`config.mk`:
```
export PLATFORM = sky130hd
export DESIGN_NAME = alu_serial_seq_flat
export DESIGN_NICKNAME = d
export VERILOG_FILES = /design/src/rtl/alu_serial_seq_if.sv /design/src/rtl/alu_serial_seq.sv /design/src/flat_wrapper.sv
export SDC_FILE = /design/constraint.sdc
export NUM_CORES = 1
export LEC_CHECK = 0
export ABC_AREA = 1
export CORE_MARGIN = 3
export CORE_UTILIZATION = 49
export CTS_CLUSTER_SIZE = 14
export DETAILED_ROUTE_END_ITERATION = 7
export GPL_ROUTABILITY_DRIVEN = 0
export PLACE_DENSITY_LB_ADDON = 0.05
export RECOVER_POWER = 25
export REMOVE_ABC_BUFFERS = 1
export SKIP_CTS_REPAIR_TIMING = 1
export SYNTH_ARGS = -nofsm -noshare
export SYNTH_HDL_FRONTEND = slang
export SYNTH_SLANG_ARGS = --single-unit
export TNS_END_PERCENT = 10
```
`constraint.sdc`:
```
create_clock -name clk -period 3.1 [get_ports clk]
set_input_delay 0.31 -clock clk [delete_from_list [all_inputs] [get_ports clk]]
set_output_delay 0.31 -clock clk [all_outputs]
set_load 0.1 [all_outputs]
```
`src/rtl/alu_serial_seq_if.sv`:
```
// Handshake, operand and result bundle for alu_serial_seq.
// The master drives operands and controls; the slave returns result, flags and status.
interface alu_serial_seq_if #(
    parameter int WIDTH = 8
);
    logic             start;
    logic [WIDTH-1:0] opA;
    logic [WIDTH-1:0] opB;
    logic             invA;
    logic             enA;
    logic             enB;
    logic             f0;
    logic             f1;
    logic             cin;
    logic             sll8;
    logic             sra1;
    logic [WIDTH-1:0] result;
    logic             cout;
    logic             flagN;
    logic             flagZ;
    logic             busy;
    logic             done;

    modport master (
        output start, opA, opB, invA, enA, enB, f0, f1, cin, sll8, sra1,
        input  result, cout, flagN, flagZ, busy, done
    );

    modport slave (
        input  start, opA, opB, invA, enA, enB, f0, f1, cin, sll8, sra1,
        output result, cout, flagN, flagZ, busy, done
    );
endinterface

```
`src/rtl/alu_serial_seq.sv`:
```
// Bit-serial ALU sequencer: walks an external 1-bit ALU slice LSB-first over WIDTH cycles.
// Define ALU_SHIFT_EN to add a one-cycle post-shift stage (sll8 / sra1) after the serial pass.
module alu_serial_seq #(
    parameter int WIDTH = 8
) (
    input  logic              clk,
    input  logic              rst_n,
    alu_serial_seq_if.slave   bus,
    output logic              sliceA,
    output logic              sliceB,
    output logic              sliceCarryIn,
    output logic              sliceInvA,
    output logic              sliceEnA,
    output logic              sliceEnB,
    output logic              sliceF0,
    output logic              sliceF1,
    input  logic              sliceOut,
    input  logic              sliceCarryOut
);
    localparam int CW = (WIDTH > 1) ? $clog2(WIDTH) : 1;
    localparam logic [CW-1:0] LAST = CW'(WIDTH - 1);

    typedef enum logic [1:0] {
        IDLE,
        RUN,
        SHIFT,
        DONE
    } state_t;

    state_t           state;
    logic [CW-1:0]    cnt;
    logic [WIDTH-1:0] a_q;
    logic [WIDTH-1:0] b_q;
    logic [WIDTH-1:0] res_q;
    logic [WIDTH-1:0] shifted;
    logic             inv_q, ena_q, enb_q, f0_q, f1_q, cin_q, sll8_q, sra1_q;
    logic             carry_q, cout_q, n_q, z_q, busy_q, done_q;
    logic             running;

    // Slice drives decode straight from registered state so they are zero outside RUN.
    assign running      = (state == RUN);
    assign sliceA       = running & a_q[cnt];
    assign sliceB       = running & b_q[cnt];
    assign sliceCarryIn = running & ((cnt == '0) ? cin_q : carry_q);
    assign sliceInvA    = running & inv_q;
    assign sliceEnA     = running & ena_q;
    assign sliceEnB     = running & enb_q;
    assign sliceF0      = running & f0_q;
    assign sliceF1      = running & f1_q;

    always_comb begin
        shifted = res_q;
        if (sll8_q)
            shifted = res_q << 8;
        else if (sra1_q)
            shifted = {res_q[WIDTH-1], res_q[WIDTH-1:1]};
    end

    always_ff @(posedge clk) begin
        if (!rst_n) begin
            state   <= IDLE;
            cnt     <= '0;
            carry_q <= 1'b0;
            res_q   <= '0;
            cout_q  <= 1'b0;
            n_q     <= 1'b0;
            z_q     <= 1'b0;
            busy_q  <= 1'b0;
            done_q  <= 1'b0;
        end else begin
            done_q <= 1'b0;
            case (state)
                IDLE: begin
                    if (bus.start) begin
                        a_q     <= bus.opA;
                        b_q     <= bus.opB;
                        inv_q   <= bus.invA;
                        ena_q   <= bus.enA;
                        enb_q   <= bus.enB;
                        f0_q    <= bus.f0;
                        f1_q    <= bus.f1;
                        cin_q   <= bus.cin;
                        sll8_q  <= bus.sll8;
                        sra1_q  <= bus.sra1;
                        cnt     <= '0;
                        carry_q <= 1'b0;
                        busy_q  <= 1'b1;
                        state   <= RUN;
                    end
                end
                RUN: begin
                    res_q[cnt] <= sliceOut;
                    carry_q    <= sliceCarryOut;
                    if (cnt == LAST) begin
                        cout_q <= sliceCarryOut;
`ifdef ALU_SHIFT_EN
                        state  <= SHIFT;
`else
                        busy_q <= 1'b0;
                        state  <= DONE;
`endif
                    end else begin
                        cnt <= cnt + 1'b1;
                    end
                end
                SHIFT: begin
                    res_q  <= shifted;
                    busy_q <= 1'b0;
                    state  <= DONE;
                end
                DONE: begin
                    done_q <= 1'b1;
                    n_q    <= res_q[WIDTH-1];
                    z_q    <= (res_q == '0);
                    state  <= IDLE;
                end
                default: state <= IDLE;
            endcase
        end
    end

    assign bus.result = res_q;
    assign bus.cout   = cout_q;
    assign bus.flagN  = n_q;
    assign bus.flagZ  = z_q;
    assign bus.busy   = busy_q;
    assign bus.done   = done_q;
endmodule

```
`src/flat_wrapper.sv`:
```
// flat-port wrapper written by rule: the top's interface ports become plain ports
module alu_serial_seq_flat 
#(
    parameter int WIDTH = 8
)
  (clk, rst_n, sliceA, sliceB, sliceCarryIn, sliceInvA, sliceEnA, sliceEnB, sliceF0, sliceF1, sliceOut, sliceCarryOut, bus_start, bus_opA, bus_opB, bus_invA, bus_enA, bus_enB, bus_f0, bus_f1, bus_cin, bus_sll8, bus_sra1, bus_result, bus_cout, bus_flagN, bus_flagZ, bus_busy, bus_done);
  alu_serial_seq_if #(.WIDTH(WIDTH)) bus_i ();
  input  logic clk;
  input  logic rst_n;
  output logic sliceA;
  output logic sliceB;
  output logic sliceCarryIn;
  output logic sliceInvA;
  output logic sliceEnA;
  output logic sliceEnB;
  output logic sliceF0;
  output logic sliceF1;
  input  logic sliceOut;
  input  logic sliceCarryOut;
  input wire logic [$bits(bus_i.start)-1:0] bus_start;
  input wire logic [$bits(bus_i.opA)-1:0] bus_opA;
  input wire logic [$bits(bus_i.opB)-1:0] bus_opB;
  input wire logic [$bits(bus_i.invA)-1:0] bus_invA;
  input wire logic [$bits(bus_i.enA)-1:0] bus_enA;
  input wire logic [$bits(bus_i.enB)-1:0] bus_enB;
  input wire logic [$bits(bus_i.f0)-1:0] bus_f0;
  input wire logic [$bits(bus_i.f1)-1:0] bus_f1;
  input wire logic [$bits(bus_i.cin)-1:0] bus_cin;
  input wire logic [$bits(bus_i.sll8)-1:0] bus_sll8;
  input wire logic [$bits(bus_i.sra1)-1:0] bus_sra1;
  output wire logic [$bits(bus_i.result)-1:0] bus_result;
  output wire logic [$bits(bus_i.cout)-1:0] bus_cout;
  output wire logic [$bits(bus_i.flagN)-1:0] bus_flagN;
  output wire logic [$bits(bus_i.flagZ)-1:0] bus_flagZ;
  output wire logic [$bits(bus_i.busy)-1:0] bus_busy;
  output wire logic [$bits(bus_i.done)-1:0] bus_done;
  assign bus_i.start = bus_start;
  assign bus_i.opA = bus_opA;
  assign bus_i.opB = bus_opB;
  assign bus_i.invA = bus_invA;
  assign bus_i.enA = bus_enA;
  assign bus_i.enB = bus_enB;
  assign bus_i.f0 = bus_f0;
  assign bus_i.f1 = bus_f1;
  assign bus_i.cin = bus_cin;
  assign bus_i.sll8 = bus_sll8;
  assign bus_i.sra1 = bus_sra1;
  assign bus_result = bus_i.result;
  assign bus_cout = bus_i.cout;
  assign bus_flagN = bus_i.flagN;
  assign bus_flagZ = bus_i.flagZ;
  assign bus_busy = bus_i.busy;
  assign bus_done = bus_i.done;
  alu_serial_seq #(.WIDTH(WIDTH)) u_core (.clk(clk), .rst_n(rst_n), .bus(bus_i), .sliceA(sliceA), .sliceB(sliceB), .sliceCarryIn(sliceCarryIn), .sliceInvA(sliceInvA), .sliceEnA(sliceEnA), .sliceEnB(sliceEnB), .sliceF0(sliceF0), .sliceF1(sliceF1), .sliceOut(sliceOut), .sliceCarryOut(sliceCarryOut));
endmodule
```
==> insert_results.sql, run 1 <==
INSERT INTO impl_metrics (metric_group, metric, value, unit) VALUES
('hold_path', 'worstHoldEndpoint', 'u_core.bus.flagZ', ''),
('worst_setup_path', 'ff2ff_path_depth', '10', ''),
('power_and_ir_drop', 'power.density', '898', 'mW/mm2'),
('worst_setup_path', 'kind_of_end_point_of_the_critical_path', 'primary output', ''),
('die', 'die_width', '71.8', 'um'),
('global_routing', 'global_route_wire_length_before_repair', '6.87', 'mm'),
('cells_and_area', 'layout-area-overhead-vs-synth', '27.2', '%'),
('sta', 'tightest_slew', '973', 'ps'),
('global_routing', 'top_usage_layer', 'met2', ''),
('worst_setup_path', 'timing.critical_path.slowest_stage_cell', 'ha_1', ''),
('die', 'floorplan.initialDensity', '51.8', '%'),
('sta', 'setup_repair_after_global_routing_missed_its_margin', 'no', ''),
('sta', 'skew', '9.16', 'ps'),
('cells_and_area', 'fill_cells', '364', ''),
('power_and_ir_drop', 'peakVddDrop', '0.000352', 'V'),
('drt', 'routed-via-count', '1692', ''),
('clock_tree', 'clkLatencyLatePin', '290', 'ps'),
('die', 'coreArea', '0.00409', 'mm2'),
('worst_setup_path', 'worst_setup_path_startpoint', 'u_core.state[1]', ''),
('worst_setup_path', 'cp.arrival', '1950', 'ps'),
('clock_tree', 'number_of_cts_inserted_buffers', '5', ''),
('global_routing', 'gr-usage-met1', '19.4', '%'),
('cells_and_area', 'multiInputGateArea', '847', 'um2'),
('placed_design', 'place_inst', '346', ''),
('sta', 'final_worst_hold_slack', '469', 'ps'),
('global_routing', 'grt_max_degree', '23', ''),
('worst_setup_path', 'cpPeakStageDelay', '470', 'ps'),
('cells_and_area', 'drive_gt1_share', '9.54', '%'),
('die', 'die_outline_area', '0.00515', 'mm2'),
('logic_synthesis', 'synth.cell_area', '0.00212', 'mm2'),
('clock_tree', 'ctsLongestPathBuffers', '2', ''),
('cells_and_area', 'diodes', '0', ''),
('run', 'max_cap_violations', '0', ''),
('placed_design', 'hpwlAfterDp', '3.05', 'mm'),
('global_routing', 'met3_usage', '4.21', '%'),
('die', 'boundaryPins', '50', ''),
('power_and_ir_drop', 'clkPwrFrac', '13.5', '%'),
('worst_setup_path', 'critical_path.most_common_cell', 'inv_1', ''),
('cells_and_area', 'final-instance-count-excl-fill', '354', ''),
('outcome', 'run_status', 'finished clean', ''),
('clock_tree', 'number_of_clock_sinks', '43', ''),
('worst_setup_path', 'crit_path_cell_trace', 'inv_1 > ha_1 > inv_1 > a21oi_1 > buf_4', ''),
('logic_synthesis', 'count_of_flip_flops_with_a_built_in_enable_after_synthesis', '24', ''),
('sta', 'report.final.slew_viol_count', '0', ''),
('placed_design', 'place_ws', '1100', 'ps'),
('power_and_ir_drop', 'swShare', '49.9', '%'),
('power_and_ir_drop', 'totalPowerFinal', '0.00242', 'W'),
('power_and_ir_drop', 'pwr-share-comb', '54.4', '%'),
('logic_synthesis', 'synth-seq-area-share', '52.0', '%'),
('logic_synthesis', 'dominantRegCellSynth', 'edfxtp_1', ''),
('logic_synthesis', 'yosysWarningCount', '0', ''),
('power_and_ir_drop', 'share_seq_of_total_power', '32.0', '%'),
('sta', 'layout_worst_path_cycle_share', '72.8', '%'),
('drt', 'drt_drc_violations_left', '0', ''),
('clock_tree', 'cts.clk_slew.worst_paths', '80', 'ps'),
('logic_synthesis', 'post_synth_num_cell_types', '23', ''),
('drt', 'detailedRoute.firstIterationViolations', '81', ''),
('logic_synthesis', 'ys_ff_latch', '43', ''),
('worst_setup_path', 'worst_ep_required_time', '2790', 'ps'),
('sta', 'timing.final.setup_violations', '0', ''),
('clock_tree', 'tritoncts', 'yes', ''),
('global_routing', 'via_count_of_the_first_global_routing_pass', '1592', ''),
('drt', 'post_drt_wl_per_cell', '11.3', 'um'),
('drt', 'wirelength', '3.99', 'mm'),
('logic_synthesis', 'async_reset_ff_share', '0', '%'),
('hold_path', 'origin_of_the_worst_min_delay_path', 'u_core.bus.flagZ', ''),
('sta', 'fmaxAchievable', '443', 'MHz'),
('sta', 'remaining_max_slew_budget_at_the_tightest_pin', '34.9', '%'),
('worst_setup_path', 'worst_flop_to_flop_path_startpoint', 'u_core.cnt[0]', ''),
('global_routing', 'grt.total_usage', '16.9', '%'),
('clock_tree', 'cts-htree-levels', '2', '');
critical path: cells and delay by family (launching register included):
kind                     cells  cell delay (ps)
flip-flops                   1              360
buffers and inverters        3              630
adder cells (fa/ha/maj)      1              470
AO/OA/AOI/OAI                1              210
cell families (layout without fill, tap and decap cells):
| family | Yosys count | after routing | synth area share, % |
|---|---|---|---|
| fa+ha+maj | 9 | 9 | 5.32 |
| flops | 43 | 43 | 52.0 |
| simple gates | 138 | 138 | 26.4 |
| buf+inv | 34 | 88 | 8.15 |
| compound gates | 26 | 26 | 8.15 |
power groups by stage:
stage / registers [W] / logic (W) / clock network, W
after floorplan: 0.00110 / 0.000709 / 0
after global placement: 0.000785 / 0.00132 / 0
after detailed placement: 0.000790 / 0.00133 / 0
after CTS: 0.000777 / 0.00133 / 0.000339
after global routing: 0.000789 / 0.00143 / 0.000363
final: 0.000775 / 0.00132 / 0.000328
Yosys cell counts, types with 3 or more instances:
| library cell | number | area share [%] |
|---|---|---|
| nand2_1 | 93 | 16 |
| nor2_1 | 26 | 4.6 |
| inv_1 | 25 | 4.4 |
| edfxtp_1 | 24 | 34 |
| dfxtp_1 | 19 | 18 |
| nand3_1 | 11 | 2.6 |
| ha_1 | 9 | 5.3 |
| a21oi_1 | 8 | 1.9 |
| o22ai_1 | 7 | 2.1 |
| o21ai_0 | 5 | 1.2 |
| nand2_2 | 4 | 1.2 |
| buf_6 | 3 | 1.6 |
| nor3_1 | 3 | 0.71 |
through the flow:
step / util [%] / instance area (um2)
3_3_place_gp: 64.0 / 2610
4_1_cts: 65.9 / 2690
2_1_floorplan: - / 2060
5_1_grt: 65.9 / 2690
6_report: 65.9 / 2690
3_5_place_dp: 64.0 / 2610
cell type report:
cell class                      count  area share, %
Clock buffer                        6           2.69
Clock inverter                      2          0.279
Inverter                           28           4.09
Multi-Input combinational cell    173           31.4
Sequential cell                    43           40.9
Tap cell                           50           2.32
Timing Repair Buffer               52           18.3
cells in the final DEF, fill, tap and decap left out:
cell type,instances
a211oi_1,1
a21boi_4,1
a21oi_1,8
a21oi_2,2
buf_4,11
clkbuf_1,1
clkbuf_8,5
clkdlybuf4s50_1,19
clkinv_1,2
dfxtp_1,19
dlygate4sd3_1,22
edfxtp_1,24
ha_1,9
inv_1,25
inv_2,2
inv_6,1
nand2_1,93
nand2_2,4
nand3_1,11
nand3_4,1
nor2_1,25
nor2_2,1
nor3_1,3
o211ai_2,1
o21a_1,1
o21ai_0,5
o22ai_1,7
layer usage:
layer | share of wire, % | vias up
li1 | - | 901
met1 | 41 | 742
met2 | 52 | 42
met3 | 4.8 | 7
met4 | 1.7 | 0
met5 | 0 | -
flip-flops by register name, summed over array words and instances (netlist names):
| signal | flops |
|---|---|
| u_core.a_q | 8 |
| u_core.b_q | 8 |
| u_core.bus.result | 8 |
| u_core.cnt | 3 |
| u_core.state | 2 |
| u_core.bus.busy | 1 |
| u_core.bus.cout | 1 |
| u_core.bus.done | 1 |
| u_core.bus.flagN | 1 |
| u_core.bus.flagZ | 1 |
| u_core.carry_q | 1 |
| u_core.cin_q | 1 |
| u_core.ena_q | 1 |
| u_core.enb_q | 1 |
| u_core.f0_q | 1 |
| u_core.f1_q | 1 |
| u_core.inv_q | 1 |
| u_core.sll8_q | 1 |
| u_core.sra1_q | 1 |
worst max-delay path by stage:
stage              endpoint  slack (ps)  cells past startpoint
6_report       sliceCarryIn         840                      5
4_1_cts        sliceCarryIn         850                      5
3_3_place_gp    u_core.f1_q        1150                      5
5_1_grt        sliceCarryIn         720                      5
2_1_floorplan  sliceCarryIn         180                      5
3_5_place_dp    u_core.f1_q        1100                      5
(Power assumes the default switching activity.)
==> run 2, diff against run 1 <==
==> constraint.sdc (replaced) <==
create_clock -name clk -period 2.24 [get_ports clk]
set_input_delay 0.224 -clock clk [delete_from_list [all_inputs] [get_ports clk]]
set_output_delay 0.224 -clock clk [all_outputs]
set_load 0.1 [all_outputs]
==> run 2 against run 1 <==
Against the previous run:
- worst setup slack worse by 590 ps
- global-route usage rose by 0.79 points
- hold slack worse by 3.0 ps
- wire length up 4.2%
- count of clock-buffer cells in the layout is 1 higher
- utilization grew 2.3 points
- first-iteration DRC count increased by 40%
- cell count grew 0.56%
- clock skew decreased by 1.8 ps
- critical path type unchanged
- critical endpoint unchanged
- largest cell class unchanged
==> insert_results.sql, run 2 (synthesis results as in run 1) <==
INSERT INTO impl_metrics (metric_group, metric, value, unit) VALUES
('outcome', 'run_status', 'finished clean', ''),
('drt', 'detailedRoute.firstIterationViolations', '113', ''),
('clock_tree', 'cts.clk_slew.worst_paths', '80', 'ps'),
('global_routing', 'via_count_of_the_first_global_routing_pass', '1689', ''),
('drt', 'drt_drc_violations_left', '0', ''),
('cells_and_area', 'diodes', '0', ''),
('cells_and_area', 'drive_gt1_share', '14.7', '%'),
('clock_tree', 'ctsRootBufferMaster', 'clkbuf_8', ''),
('die', 'die_height', '71.8', 'um'),
('power_and_ir_drop', 'power.density', '1260', 'mW/mm2'),
('placed_design', 'port_buffers', '49', ''),
('cells_and_area', 'nets', '343', ''),
('sta', 'timing.final.setup_violations', '0', ''),
('drt', 'post_drt_wl_per_cell', '11.7', 'um'),
('die', 'boundaryPins', '50', ''),
('hold_path', 'holdCritPathClass', 'reg2reg', ''),
('clock_tree', 'number_of_cts_inserted_buffers', '5', ''),
('global_routing', 'global_route_wire_length_before_repair', '7.22', 'mm'),
('sta', 'skew', '7.40', 'ps'),
('worst_setup_path', 'worst_ep_required_time', '2020', 'ps'),
('worst_setup_path', 'start_kind', 'register', ''),
('drt', 'drtAntennaViolNets', '0', ''),
('sta', 'final_hold_viol_count', '0', ''),
('global_routing', 'grt_max_degree', '25', ''),
('sta', 'timing.setup.tns', '0', 'ps'),
('cells_and_area', 'most-common-layout-cells', 'nand2_1 (93), inv_1 (25), nor2_1 (25)', ''),
('clock_tree', 'clkLatencyLatePin', '290', 'ps'),
('clock_tree', 'cts-htree-levels', '2', ''),
('die', 'die_width', '71.8', 'um'),
('global_routing', 'grt.total_usage', '17.7', '%'),
('die', 'std_cell_rows', '23', ''),
('worst_setup_path', 'kind_of_end_point_of_the_critical_path', 'primary output', ''),
('worst_setup_path', 'worst_setup_path_class', 'reg2out', ''),
('cells_and_area', 'multiInputGateArea', '847', 'um2'),
('sta', 'tightest_slew', '461', 'ps'),
('die', 'coreArea', '0.00409', 'mm2'),
('placed_design', 'hpwlAfterDp', '3.17', 'mm'),
('global_routing', 'grt_overflow', '0', ''),
('cells_and_area', 'final_common_cell', 'nand2_1', ''),
('die', 'die_outline_area', '0.00515', 'mm2'),
('drt', 'firstDrtPassIters', '4', ''),
('cells_and_area', 'final-instance-count-excl-fill', '356', ''),
('clock_tree', 'tritoncts', 'yes', ''),
('cells_and_area', 'layout-area-overhead-vs-synth', '31.5', '%'),
('drt', 'wirelength', '4.16', 'mm'),
('global_routing', 'antenna_found_initial', '0', ''),
('power_and_ir_drop', 'totalPowerFinal', '0.00352', 'W'),
('power_and_ir_drop', 'peakVddDrop', '0.000534', 'V'),
('sta', 'setup_repair_after_global_routing_missed_its_margin', 'no', ''),
('sta', 'final_critical_path_setup_slack', '258', 'ps'),
('sta', 'fmaxAchievable', '505', 'MHz'),
('cells_and_area', 'fill_cells', '347', ''),
('die', 'floorplan.initialDensity', '51.8', '%'),
('run', 'max_cap_violations', '0', ''),
('worst_setup_path', 'cp.arrival', '1760', 'ps'),
('drt', 'avgViaCountPerCell', '4.79', ''),
('cells_and_area', 'layout.cell_area.non_filler', '0.00279', 'mm2'),
('power_and_ir_drop', 'leakage', '1.27', 'nW'),
('clock_tree', 'number_of_clock_sinks', '43', ''),
('worst_setup_path', 'crit_path_max_fanout', '11', ''),
('clock_tree', 'ctsLongestPathBuffers', '2', ''),
('placed_design', 'place_ws', '563', 'ps'),
('sta', 'report.final.slew_viol_count', '0', ''),
('sta', 'min_period', '1980', 'ps'),
('sta', 'layout_worst_path_cycle_share', '88.5', '%'),
('cells_and_area', 'register_area', '0.00110', 'mm2'),
('placed_design', 'placed_area', '0.00270', 'mm2'),
('sta', 'remaining_max_slew_budget_at_the_tightest_pin', '69.2', '%'),
('drt', 'routed-via-count', '1707', ''),
('placed_design', 'place_inst', '348', '');
-- run 2: cell count changes in the layout (fill, tap and decap cells not counted) --
cell             change
clkbuf_8             +1
buf_4                +7
clkinv_1             -1
clkdlybuf4s50_1     -13
buf_12               +8
-- run 2: power breakdown --
part | internal, W | switching [W] | total, W
logic | 0.000578 | 0.00138 | 0.00196
registers | 0.000983 | 0.0000817 | 0.00107
clock network | 0.000247 | 0.000247 | 0.000495
total | 0.00181 | 0.00171 | 0.00352
-- run 2: area by class of cell --
cell class	instances	share of cell area, %
Clock buffer	7	3.10
Multi-Input combinational cell	173	30.4
Clock inverter	1	0.135
Tap cell	50	2.25
Inverter	28	3.95
Sequential cell	43	39.5
Timing Repair Buffer	54	20.7
-- run 2: per-layer routing --
layer  vias up  wire (um)  global-route usage, %
li1        907          -                      -
met1       753       1860                   20.6
met2        40       2050                   31.6
met3         7        184                   3.93
met4         0         63                   6.47
met5         -          0                      0
-- run 2: worst max-delay path, stage by stage (launching register included) --
cell     delay, ps
dfxtp_1        610
inv_6           90
ha_1           210
nand2_1         60
nand2_1         40
a21oi_1        220
buf_12         210
-- run 2: per-stage QoR --
stage / hold WS, ps / utilization [%]
after floorplan: 322 / -
after global placement: 456 / 66.0
after detailed placement: 455 / 66.0
after CTS: 468 / 68.2
after global routing: 500 / 68.2
final: 466 / 68.2
-- run 2: final timing paths --
check                     end             start  slack (ps)  cells after the start
max              sliceCarryIn     u_core.cnt[1]         260                      6
min reg2reg  u_core.bus.flagZ  u_core.bus.flagZ         470                      2
min          u_core.bus.flagZ  u_core.bus.flagZ         470                      2
max reg2reg   u_core.bus.busy     u_core.cnt[1]         550                      9
